### config.mk
export PLATFORM = sky130hd
export DESIGN_NAME = binario_a_bcd
export DESIGN_NICKNAME = d
export VERILOG_FILES = /design/src/rtl/binario_a_bcd_pkg.sv /design/src/rtl/bcd_add3.sv /design/src/rtl/binario_a_bcd.sv
export SDC_FILE = /design/constraint.sdc
export NUM_CORES = 1
export LEC_CHECK = 0
export CAP_MARGIN = 10
export CORE_AREA = 5 5 42 44
export CTS_BUF_LIST = sky130_fd_sc_hd__clkbuf_16
export CTS_CLUSTER_SIZE = 24
export DETAILED_ROUTE_END_ITERATION = 8
export DIE_AREA = 0 0 47 49
export GPL_TIMING_DRIVEN = 0
export PLACE_DENSITY_LB_ADDON = 0.15
export RECOVER_POWER = 100
export SYNTH_ARGS = -nofsm -noshare
export SYNTH_HDL_FRONTEND = slang
export SYNTH_SLANG_ARGS = --single-unit
### constraint.sdc
create_clock -name clk -period 0.8 [get_ports clk]
set_input_delay 0.08 -clock clk [delete_from_list [all_inputs] [get_ports clk]]
set_output_delay 0.08 -clock clk [all_outputs]
set_load 0.03 [all_outputs]
### src/rtl/binario_a_bcd_pkg.sv
// rtl/binario_a_bcd_pkg.sv - shared constants and types for the binary to BCD converter
package binario_a_bcd_pkg;

    localparam int BCD_DIGIT_W    = 4;
    localparam int ADD3_THRESHOLD = 5;

    typedef logic [BCD_DIGIT_W-1:0] bcd_digit_t;

    // Decimal range of a given number of digits, used for the elaboration-time width check.
    function automatic longint unsigned pow10(input int n);
        longint unsigned r;
        r = 1;
        for (int i = 0; i < n; i++) begin
            r = r * 10;
        end
        return r;
    endfunction

endpackage

### src/rtl/bcd_add3.sv
// rtl/bcd_add3.sv - one double-dabble digit correction (add 3 when the digit is 5 or more)
module bcd_add3
    import binario_a_bcd_pkg::*;
(
    input  bcd_digit_t digit_in,
    output bcd_digit_t digit_out
);

    assign digit_out = (digit_in >= bcd_digit_t'(ADD3_THRESHOLD))
                     ? digit_in + bcd_digit_t'(3)
                     : digit_in;

endmodule

### src/rtl/binario_a_bcd.sv
// rtl/binario_a_bcd.sv - combinational double-dabble converter with a registered output
module binario_a_bcd
    import binario_a_bcd_pkg::*;
#(
    parameter int BIN_W      = 4,
    parameter int BCD_DIGITS = 2
) (
    input  logic                      clk,
    input  logic                      rst_n,
    input  logic                      in_valid,
    input  logic [BIN_W-1:0]          binary_input,
    output logic [4*BCD_DIGITS-1:0]   bcd_output,
    output logic                      out_valid
);

    localparam int W = BCD_DIGIT_W * BCD_DIGITS;

    if (pow10(BCD_DIGITS) <= ((64'd1 << BIN_W) - 64'd1)) begin : g_bad_params
        $error("binario_a_bcd: BCD_DIGITS too small for BIN_W");
    end

    logic [W-1:0] stage_bcd [0:BIN_W];

    assign stage_bcd[0] = '0;

    // Each stage corrects every digit, then shifts in the next input bit, MSB first.
    for (genvar s = 0; s < BIN_W; s++) begin : g_stage
        logic [W-1:0] corr;
        logic         unused_msb;

        for (genvar d = 0; d < BCD_DIGITS; d++) begin : g_digit
            bcd_add3 u_add3 (
                .digit_in  (stage_bcd[s][d*BCD_DIGIT_W +: BCD_DIGIT_W]),
                .digit_out (corr[d*BCD_DIGIT_W +: BCD_DIGIT_W])
            );
        end

        // The shifted-out bit is always zero given the digit-count check above.
        assign unused_msb       = corr[W-1];
        assign stage_bcd[s+1]   = {corr[W-2:0], binary_input[BIN_W-1-s]};
    end

    always_ff @(posedge clk or negedge rst_n) begin
        if (!rst_n) begin
            bcd_output <= '0;
            out_valid  <= 1'b0;
        end else begin
            out_valid <= in_valid;
            if (in_valid) begin
                bcd_output <= stage_bcd[BIN_W];
            end
        end
    end

endmodule

==> impl_metrics.csv <==
group,metric,value,unit
final_layout,fin_area,656,um^2
final_layout,nNetsFinal,61,
placed_design,dp_cells,60,
clock_tree,cts.sink_count,6,
placed_design,numPortBuffers,12,
global_route,grt_use_total,7.63,%
route,avgViaCountPerCell,4.18,
outcome,run_status,"complete, but fails checks",
worst_setup_path,required_time_reported_for_the_critical_path_endpoint,910,ps
outcome,violations,"negative setup slack",
placed_design,place.gp.congestion,0.673,
sta,fin_crit,932,ps
run,maxCapViolCount,0,
floorplanning,placeable_area,0.00140,mm^2
worst_setup_path,rr_worst_depth,1,
yosys,yosysTopAreaCell,"sky130_fd_sc_hd__dfrtp_1",
yosys,yosysWarningCount,0,
sta,final-setup-viol-count,8,
sta,hold_viol,0,
yosys,count_of_cell_types_in_the_netlist,14,
yosys,synth.avg_cell_area,11.1,um^2
yosys,yosys_register_bits,6,
route,number_of_iterations_in_the_first_detailed_routing_pass,2,
clock_tree,clock_insertion_delay_worst_skew,230,ps
placed_design,detailedPlacementHpwl,552,um
clock_tree,cts-hold-fix-buffers,0,
yosys,netlist.area_leader.share,45.3,%
route,antenna_violating_nets_post_route,0,
yosys,postSynth.asyncResetShare,100,%
yosys,synth_edf_count,0,
worst_setup_path,path_class,"in -> reg",
worst_setup_path,crit-reg2reg-launch,"bcd_output[2]$_DFFE_PN0P_",
floorplanning,io_pins,16,
hold_path,timing.hold.worst.class,"in -> async",
power,fin_total_pwr,1.56,mW
route,finalWirelength,704,um
route,average_wire_length_per_cell_after_detail_routing,10.7,um
yosys,syn-cell-area,332,um^2
worst_setup_path,endpoint_class_of_the_critical_path,"register",
yosys,yosysMostFrequentCell,"sky130_fd_sc_hd__dfrtp_1",
route,detailedRoute.firstIterationViolations,1,
power,powerDensity,2370,mW/mm^2
floorplanning,die_area,0.00230,mm^2
clock_tree,tritoncts,"done",
floorplanning,die_height,49,um
clock_tree,cts_max_level,1,
final_layout,antenna_cells,0,
worst_setup_path,timing.critical_path.fanout_max,4,
global_route,global_route_wire_length_before_repair,1140,um
worst_setup_path,cp.arrival,1040,ps
sta,timing.final.ws_setup,-132,ps
worst_setup_path,reg2reg_to,"bcd_output[2]$_DFFE_PN0P_",
final_layout,layoutNonFillerInstCount,66,
sta,finalCritPeriodShare,116,%
global_route,antenna_found_initial,0,
power,static_leakage,0.304,nW
sta,final_max_slew_viol_count,0,
worst_setup_path,crit_start,"binary_input[1]",
route,dr_total_vias,276,
placed_design,place_ws,-901,ps
global_route,grt_pass1_vias,295,
sta,clock-skew-final,0,ps
final_layout,synthToLayoutAreaGrowth,97.7,%
yosys,post_synth_main_area_contributors,"sky130_fd_sc_hd__dfrtp_1, sky130_fd_sc_hd__ha_1, sky130_fd_sc_hd__buf_4",
global_route,pin_count_of_the_biggest_net_entering_global_routing,9,
clock_tree,clockBufferDepth,2,
clock_tree,clk_pin_slew,30,ps
sta,fmax,1070,MHz
final_layout,post_route_cells_drive_above_1_share,56.0,%
placed_design,dpl-instance-area,532,um^2
yosys,post_synth_inst_count,30,
yosys,synth.yosys.seq_area_share,45.3,%
sta,grt_setup_unrepaired,"yes",
worst_setup_path,rrSetupSlack,30,ps
floorplanning,row_count,14,
floorplanning,die_boundary_width,47,um
sta,setup-tns-final,-423,ps
clock_tree,cts_made_buffers,3,
yosys,list_of_most_frequent_post_synthesis_cells,"sky130_fd_sc_hd__dfrtp_1, sky130_fd_sc_hd__inv_1, sky130_fd_sc_hd__buf_4, sky130_fd_sc_hd__ha_1, sky130_fd_sc_hd__o21ai_0",
route,route.detailed.drc,0,
global_route,grt.overflow.total,0,
power,peakVddDrop,787,uV
floorplanning,start_util,23.7,%
yosys,synthFlopType,"sky130_fd_sc_hd__dfrtp_1",
clock_tree,cts_root_buffer,"sky130_fd_sc_hd__clkbuf_16",
worst_setup_path,worst_setup_path_start_kind,"primary input",
## cells by family after synthesis
family          synth area share [%]
compound gates                  11.7
other cells                     1.13
mux                             14.3
xor+xnor                        2.64
buf+inv                         12.5
fa+ha+maj                       11.3
simple gates                    1.13
flops                           45.3
## registers in the layout, indices dropped and copies added, names as in the netlist
name,cells
bcd_output,5
out_valid,1
## critical path: stages
cell                      delay (ps)
sky130_fd_sc_hd__buf_8           100
sky130_fd_sc_hd__inv_4            50
sky130_fd_sc_hd__ha_4            130
sky130_fd_sc_hd__inv_4            30
sky130_fd_sc_hd__ha_4            160
sky130_fd_sc_hd__a21oi_4         140
sky130_fd_sc_hd__mux2i_1          90
sky130_fd_sc_hd__mux2_4          250
## where the power goes
part | switching, mW | leakage, nW | internal, mW
clock | 0.171 | 0.0423 | 0.648
sequential | 0.0247 | 0.0710 | 0.342
combinational | 0.184 | 0.191 | 0.187
total | 0.379 | 0.304 | 1.18
## final cells by class
class / instances / area (um^2)
buffer: 3 / 22.5
clock inverter: 1 / 3.75
fill: 136 / 746
tap: 16 / 20.0
multi-input combinational: 18 / 190
clock buffer: 3 / 75.1
sequential: 6 / 151
inverter: 5 / 36.3
timing repair buffer: 14 / 156
## through the flow
| step | hold slack (ps) | util (%) |
|---|---|---|
| floorplan | -216 | - |
| global placement | 328 | 37.9 |
| detailed placement | 335 | 37.9 |
| CTS | 98.6 | 46.8 |
| global route | 204 | 46.8 |
| finish | 161 | 46.8 |
## worst max-delay path by stage
| stage | to | slack, ps | depth (start not counted) |
|---|---|---|---|
| 3_5_place_dp | bcd_output[1]$_DFFE_PN0P_ | -900 | 8 |
| 3_3_place_gp | bcd_output[1]$_DFFE_PN0P_ | -880 | 8 |
| 2_1_floorplan | bcd_output[2]$_DFFE_PN0P_ | -200 | 7 |
| 6_report | bcd_output[2]$_DFFE_PN0P_ | -130 | 8 |
| 5_1_grt | bcd_output[2]$_DFFE_PN0P_ | -170 | 8 |
| 4_1_cts | bcd_output[2]$_DFFE_PN0P_ | -130 | 8 |
## cell usage in the layout (no fill, tap or decap)
cell type	Yosys	routed
sky130_fd_sc_hd__dlygate4sd3_1	0	1
sky130_fd_sc_hd__inv_12	0	1
sky130_fd_sc_hd__clkbuf_16	0	3
sky130_fd_sc_hd__inv_4	0	2
sky130_fd_sc_hd__inv_1	5	3
sky130_fd_sc_hd__a21oi_4	0	1
sky130_fd_sc_hd__dfrtp_1	6	5
sky130_fd_sc_hd__conb_1	1	3
sky130_fd_sc_hd__ha_4	0	2
sky130_fd_sc_hd__mux2_4	1	2
sky130_fd_sc_hd__buf_4	3	4
sky130_fd_sc_hd__dfrtp_2	0	1
sky130_fd_sc_hd__o21ai_0	3	2
sky130_fd_sc_hd__buf_6	0	7
sky130_fd_sc_hd__o22ai_1	1	1
sky130_fd_sc_hd__o21ai_1	0	1
sky130_fd_sc_hd__clkdlybuf4s50_1	0	1
sky130_fd_sc_hd__dlygate4sd2_1	0	1
sky130_fd_sc_hd__mux2_2	2	1
sky130_fd_sc_hd__o221ai_2	0	1
sky130_fd_sc_hd__mux2i_1	1	1
sky130_fd_sc_hd__ha_1	3	1
sky130_fd_sc_hd__clkdlybuf4s15_2	0	1
sky130_fd_sc_hd__buf_8	0	2
sky130_fd_sc_hd__nor2_1	1	1
sky130_fd_sc_hd__xnor2_1	1	1
## per-layer routing
layer / GRT usage, % / vias up / part of all wire (%)
met2: 11.3 / 14 / 50
met4: 11.1 / 0 / 5.3
met1: 6.00 / 125 / 33
met5: 0 / - / 0
met3: 2.58 / 4 / 11
li1: - / 133 / -
## timing repair
item                       4_1_cts  5_1_grt
hold endpoints to repair         0        0
resized for setup               64        0
cloned                           0        0
setup buffers                    2        0
setup endpoints to repair       11       10
pin swaps                        2        0
Power figures use the tool's default switching activity.
